### src/rtl/uart_tx.sv
// 8N1 UART transmitter with a one-entry holding register so frames can run back-to-back.
// tx is registered from the next-state values so the line changes on the same edge as the FSM.
`timescale 1ns / 1ps

module uart_tx #(
  parameter int unsigned baud_rate       = 115200,
  parameter int unsigned clock_frequency = 100000000
) (
  input  logic       clk_i,
  input  logic       rst_i,
  input  logic [7:0] data_i,
  input  logic       valid_i,
  output logic       ready_o,
  output logic       tx_o,
  output logic       busy_o,
  output logic       done_o
);

  localparam int unsigned ClkPerBit = clock_frequency / baud_rate;
  localparam logic [15:0] BitLast   = 16'(ClkPerBit - 1);

  typedef enum logic [1:0] {StIdle, StStart, StData, StStop} state_e;

  state_e      state_q, state_d;
  logic [15:0] timer_q, timer_d;
  logic [2:0]  idx_q, idx_d;
  logic [7:0]  shift_q, shift_d;
  logic [7:0]  hold_q;
  logic        hold_full_q;
  logic        tx_q, tx_d;
  logic        load;
  logic        accept;
  logic        bit_end;

  assign bit_end = (timer_q == BitLast);
  assign ready_o = ~hold_full_q;
  assign accept  = valid_i & ~hold_full_q;

  // State register
  always_ff @(posedge clk_i or posedge rst_i) begin
    if (rst_i) begin
      state_q <= StIdle;
      timer_q <= '0;
      idx_q   <= '0;
      shift_q <= '0;
      tx_q    <= 1'b1;
    end else begin
      state_q <= state_d;
      timer_q <= timer_d;
      idx_q   <= idx_d;
      shift_q <= shift_d;
      tx_q    <= tx_d;
    end
  end

  // Accept and load are mutually exclusive: accept needs the holder empty, load needs it full.
  always_ff @(posedge clk_i or posedge rst_i) begin
    if (rst_i) begin
      hold_full_q <= 1'b0;
      hold_q      <= '0;
    end else if (load) begin
      hold_full_q <= 1'b0;
    end else if (accept) begin
      hold_full_q <= 1'b1;
      hold_q      <= data_i;
    end
  end

  // Next-state logic
  always_comb begin
    state_d = state_q;
    timer_d = bit_end ? '0 : timer_q + 16'd1;
    idx_d   = idx_q;
    shift_d = shift_q;
    load    = 1'b0;
    unique case (state_q)
      StIdle: begin
        timer_d = '0;
        if (hold_full_q) begin
          load    = 1'b1;
          shift_d = hold_q;
          state_d = StStart;
        end
      end
      StStart: begin
        if (bit_end) begin
          idx_d   = '0;
          state_d = StData;
        end
      end
      StData: begin
        if (bit_end) begin
          if (idx_q == 3'd7) begin
            state_d = StStop;
          end else begin
            idx_d = idx_q + 3'd1;
          end
        end
      end
      StStop: begin
        if (bit_end) begin
          if (hold_full_q) begin
            load    = 1'b1;
            shift_d = hold_q;
            state_d = StStart;
          end else begin
            state_d = StIdle;
          end
        end
      end
      default: state_d = StIdle;
    endcase
  end

  // Outputs
  always_comb begin
    tx_d = 1'b1;
    unique case (state_d)
      StIdle:  tx_d = 1'b1;
      StStart: tx_d = 1'b0;
      StData:  tx_d = shift_d[idx_d];
      StStop:  tx_d = 1'b1;
      default: tx_d = 1'b1;
    endcase
    busy_o = (state_q != StIdle);
    done_o = (state_q == StStop) && bit_end;
  end

  assign tx_o = tx_q;

endmodule

### config.mk
export PLATFORM = sky130hd
export DESIGN_NAME = uart_tx
export DESIGN_NICKNAME = d
export VERILOG_FILES = /design/src/rtl/uart_tx.sv
export SDC_FILE = /design/constraint.sdc
export NUM_CORES = 1
export LEC_CHECK = 0
export BUFFER_PORTS_ARGS = -buffer_cell sky130_fd_sc_hd__buf_2
export CAP_MARGIN = 0
export CORE_MARGIN = 4
export CORE_UTILIZATION = 59
export DETAILED_ROUTE_END_ITERATION = 8
export PLACE_DENSITY = 0.88
export SETUP_SLACK_MARGIN = 0.1
export SKIP_CTS_REPAIR_TIMING = 1
export SLEW_MARGIN = 20
export SYNTH_ARGS = -nofsm -noshare
export SYNTH_HDL_FRONTEND = slang
export SYNTH_SLANG_ARGS = --single-unit
export TNS_END_PERCENT = 10
### constraint.sdc
create_clock -name clk_i -period 2.75 [get_ports clk_i]
set_input_delay 0.275 -clock clk_i [delete_from_list [all_inputs] [get_ports clk_i]]
set_output_delay 0.275 -clock clk_i [all_outputs]
set_load 0.02 [all_outputs]
# --- After elaboration in Yosys (flattened, before gate mapping) ---
# Index checks and enable logic that the tools add are counted.
totals:
  register_bits: 39
  latch_bits: 0
  ramBits: 0
  rom_bits: 0
  out_inout_bits: 4
  wordCells: 52
  n_memories: 0
classes:
  addsub: 2
  multipliers: 0
  div: 0
  magnitude_cmp: 1
  eq_ne: 8
  shifts: 0
  muxes: 24
  bitwise: 3
  reduce_logical: 7
op_table:
  columns: ["operator", "n"]
  rows:
  - ["$mux W16", 2]
  - ["$add A16 B1 Y16 const B", 1]
  - ["$eq A16 B10 Y1 const B", 1]
  - ["$mux W8", 2]
  - ["$pmux W8 S2", 1]
  - ["$mux W2", 5]
  - ["$mux W3", 3]
  - ["$eq A2 B2 Y1 const B", 4]
  - ["$pmux W2 S4", 1]
  - ["$mux W1", 6]
  - ["$pmux W3 S2", 1]
  - ["$eq A2 B1 Y1 const B", 2]
  - ["$logic_not A2 Y1", 2]
  - ["$lt A3 B4 Y1 const B", 1]
  - ["$reduce_bool A2 Y1", 2]
  - ["$add A3 B1 Y3 const B", 1]
  - ["$bmux W1 S3", 1]
  - ["$eq A3 B3 Y1 const B", 1]
  - ["$pmux W1 S3", 1]
  - ["$not A1 Y1", 2]
  - ["$pmux W1 S2", 1]
  - ["$reduce_and A2 Y1", 1]
  - ["$reduce_or A2 Y1", 1]
  - ["$and A1 B1 Y1", 1]
  - ["$logic_and A1 B1 Y1", 1]

# --- Depth between registers and ports, before layout ---
logic_depth:
  word_depth: 7
  mapped_depth: 13
  depth_no_buf: 12

# --- Least setup slack after synthesis ---
# OpenSTA, ideal clock, no wires.
synth_path:
  path_kind: "reg2reg"
  startpoint: "reg timer_q[0]"
  endpoint: "reg tx_q, in the netlist tx_o"
  arrival_time_ps: 2423
  required_ps: 2661
  setup_slack_ps: 237
  path_stages_with_launch: 14
  path_buffers: 1
  cell_sequence: "dfrtp_1 > ha_1 > and4bb_2 > nand4_4 > buf_2 > mux2i_1 > o21ai_0 > a31oi_1 > o21a_1 > or2_2 > ha_1 > inv_1 > a31o_2 > o32ai_2"
synth_via:
  elab_chain_len: 6
  word_cells_on_any_way: 18
synth_rtl:
  columns: ["element", "line_no", "rtl"]
  rows:
  - ["start, declared", "25", "logic [15:0] timer_q, timer_d;"]
  - ["start signal, assigned", "49", "timer_q <= timer_d;"]
  - ["$eq A16 B10 Y1 *", "35", "assign bit_end = (timer_q == BitLast);"]
  - ["$mux W8 (tied with other cells)", "101", "if (bit_end) begin"]
  - ["$pmux W8 S2 (tied with other cells)", "76", "unique case (state_q)"]
  - ["$bmux W1 S3 (tied with other cells)", "121", "StData: tx_d = shift_d[idx_d];"]
  - ["$mux W1 (implied by the code) or $reduce_or A2 Y1 (tied branches)", null, null]
  - ["$pmux W1 S3 *", "118", "unique case (state_d)"]
  - ["net tx_d", "30", "logic tx_q, tx_d;"]
  - ["end signal, assigned", "52", "tx_q <= tx_d;"]
  - ["end, declared", "30", null]
# Mark *: on every way through the listed nets, which the timed path passes. The rest lies on a longest branch. The select of a mux whose other input is x is not followed.
# A chain may end at the register's enable or synchronous reset.

# --- Worst setup path after layout ---
# Ends and elaborated chain as after synthesis.

==> metrics.md <==
| Metric | Value |
|---|---|
| Chip width | 67.7 um |
| Global-route wire length before repair | 6.84 mm |
| Post-Place Cell Area | 2230 um2 |
| Crit path time final | 2500 ps |
| DR iter-0 viols | 59 |
| Status | completed |
| Hold Crit Class | in2async |
| Cell Area, Synth | 2100 um2 |
| Setup_tns | 0 ps |
| Post-synthesis cell type count | between 40 and 50 |
| Maximum VDD drop | 0.542 mV |
| GPL Wtd Cong | between 0.8 and 0.9 |
| CP endpoint kind | register |
| Global-route usage over all layers | 20.6% |
| Core Area | 3390 um2 |
| ANT nets after route | 0 |
| Max Clock Freq | 0.400 GHz |
| Critical path's largest stage delay | a little over 400 ps |
| Area leader, netlist | dfrtp_1 |
| IO Count | 15 |
| Fin area | 2320 um2 |
| CP Class | reg2reg |
| Vias per cell | 5.71 |
| Syn nets | roughly 220 |
| Area delta synth->final | 10.5% |
| Yosys reg bits | 39 |
| EDFF count, synth | 0 |
| Routed wire per std cell | 15.3 um |
| Crit path max fanout | 6 |
| DRC | 0 |
| Top cells by area, synth | dfrtp_1 (45%), ha_1 (5.4%), mux2_2 (4.3%), nor2_1 (4.3%), a22o_1 (3.8%) |
| Sequential area share after synthesis | 46.5% |
| Top cells by count, synth | dfrtp_1 (38), nor2_1 (24), nand2_1 (16), inv_1 (11) |
| First drt pass iteration count | 4 |
| Die Footprint | 4580 um2 |
| Ys async rst share | between 90% and 100% |
| Vias in the first global route | 1472 |
| PD cells | 784 nW/um2 |
| Share of cells above drive strength 1 | 21.9% |
| Largest delay contributor family on the critical path | simple AND/OR/NAND/NOR gates |
| Worst-Margin Slew | 775 ps |
| Clock sink count | 39 |
| Fin. Hold Viols | 0 |
| Root buffer cell | clkbuf_4 |
| Placed Cells incl. Taps | 258 |
| Initial antenna violation count | 0 |
| Max-cap violations | 0 |
| CP Cell Sequence | ha_2, and4bb_2, nand4_4, buf_4, or3_1, and3_4, mux2i_1, a22o_1, o32ai_2 |
| CP bufs+invs | 1 |
| Number of fill cells in the layout | 250 |
| Worst EP arrival | 2760 ps |
| Period Utilization, post-route | 91.0% |
| Final wirelength | roughly 4.1 mm |
| Final net count | between 200 and 250 |
| Cell leakage power | 1.07 nW |
| Fin Hold WS | 47.6 ps |
| Worst-path clk slew | roughly 120 ps |
| Clock Latency Late Sink | about 340 ps |
| Gate Count Post-Synth | 199 |
| YS warnings | 0 |
| Setup-failing EPs final | 0 |
| TritonCTS clock tree | built |
| Post-layout util | 68.5% |
| Diode count | 0 |
| Synth top area share | a little under half |
| Final Non-Filler Cells | 270 |
| CTS H-tree lvls | 2 |
| Cell Rows | 21 |
| Clock buffer depth | 2 |
| Overflow left after global routing | 0 |
| Initial core utilization | roughly three fifths |
| Rel. slew slack | between 40% and 50% |
| RSZ-0062 raised after global routing | no |
| Max-slew violations | 0 |
| Critical Path RT | 3010 ps |
| Via count | 1543 |
| CTS Buf Count | 5 |
| Largest net degree at the start of global routing | 23 |
| Avg Inst Size Synth | 10.6 um2 |
| Worst setup SP type | register |
| Count leader, synth | dfrtp_1 |
| CP max stage cell | dfrtp_1 |
| Die height | 67.7 um |
| Worst Skew | ~13 ps |
| Primary FF master, synth | dfrtp_1 |
| Buffers on Ports | 14 |
| Detailed placement HPWL | 3.03 mm |
[area by class of cell]
cell class | instances | area, um2 | share of cell area (%)
repair buffers | 21 | 123 | 5.28
well taps | 46 | 57.6 | 2.48
inverters | 12 | 50.0 | 2.16
clock buffers | 7 | 45.0 | 1.94
multi-input cells | 144 | 1060 | 45.9
flip-flops and latches | 39 | 977 | 42.1
clock inverters | 1 | 5.00 | 0.216
[power breakdown]
group          switching [mW]  leakage [nW]  internal, mW
logic                   0.391         0.531         0.326
registers               0.109         0.510         0.714
clock network           0.180        0.0293        0.0998
[per-stage QoR]
stage          worst slack (ps)  power (mW)
2_1_floorplan               237        1.36
3_3_place_gp                233        1.49
3_5_place_dp                193        1.53
4_1_cts                     176        1.81
5_1_grt                     117        1.95
6_report                    247        1.82
[worst reg2reg max path, stage by stage (launching register included)]
cell and delay, ps:
dfrtp_1 410, ha_2 230, and4bb_2 300, nand4_4 130
buf_4 190, or3_1 360, and3_4 210, mux2i_1 120
a22o_1 230, o32ai_2 250
[metal layers]
layer,routed length (um),vias up,global-route usage (%)
met5,0,-,0
met4,74,0,9.62
met3,153,9,5.16
met2,1980,33,32.3
met1,1920,746,26.6
li1,-,755,-
[state kept, by name, indices dropped and copies added (netlist names)]
name and flops:
timer_q 16, hold_q 8, shift_q 8, idx_q 3, state_q 2, hold_full_q 1, tx_o 1
[cells by family after synthesis]
| group | count (synthesis) | share of synthesized area, % |
|---|---|---|
| AND/OR/NAND/NOR | 74 | 19.1 |
| flip-flops | 39 | 46.5 |
| buffers and inverters | 16 | 3.16 |
| adder cells (fa/ha/maj) | 9 | 5.36 |
| multiplexers | 13 | 6.67 |
| AO/OA/AOI/OAI | 35 | 13.8 |
| XOR/XNOR | 13 | 5.42 |
[placed cells by master, fill, tap and decap left out, types with 2 or more instances in the layout]
cell type  Yosys  routed
a21oi_1        3       3
a22o_1         9       9
a311o_1        4       4
a31o_2         2       2
a31oi_1        4       4
and3_1         4       4
and4_1         2       2
buf_2          1      14
buf_4          0       7
clkbuf_1       3       2
clkbuf_4       0       5
dfrtp_1       38      38
ha_1           9       8
inv_1         11      11
mux2_2         8       8
mux2i_1        5       5
nand2_1       16      16
nand3_1        7       7
nor2_1        24      24
nor2b_1        3       3
nor3_1         5       4
or3_1          2       2
xnor2_1        6       6
xor2_1         7       7
[worst paths after layout]
kind	startpoint	to	slack (ps)	depth (start not counted)
setup reg to reg	timer_q[0]	tx_o	250	9
min in group clk_i	valid_i	hold_full_q	150	3
max in group asynchronous	rst_i	timer_q[1]	1960	3
hold / removal	rst_i	shift_q[5]	50	2
hold reg to reg	hold_q[0]	hold_q[0]	520	1
setup / recovery	timer_q[0]	tx_o	250	9
Note: power is estimated with default switching activity, not from simulation.
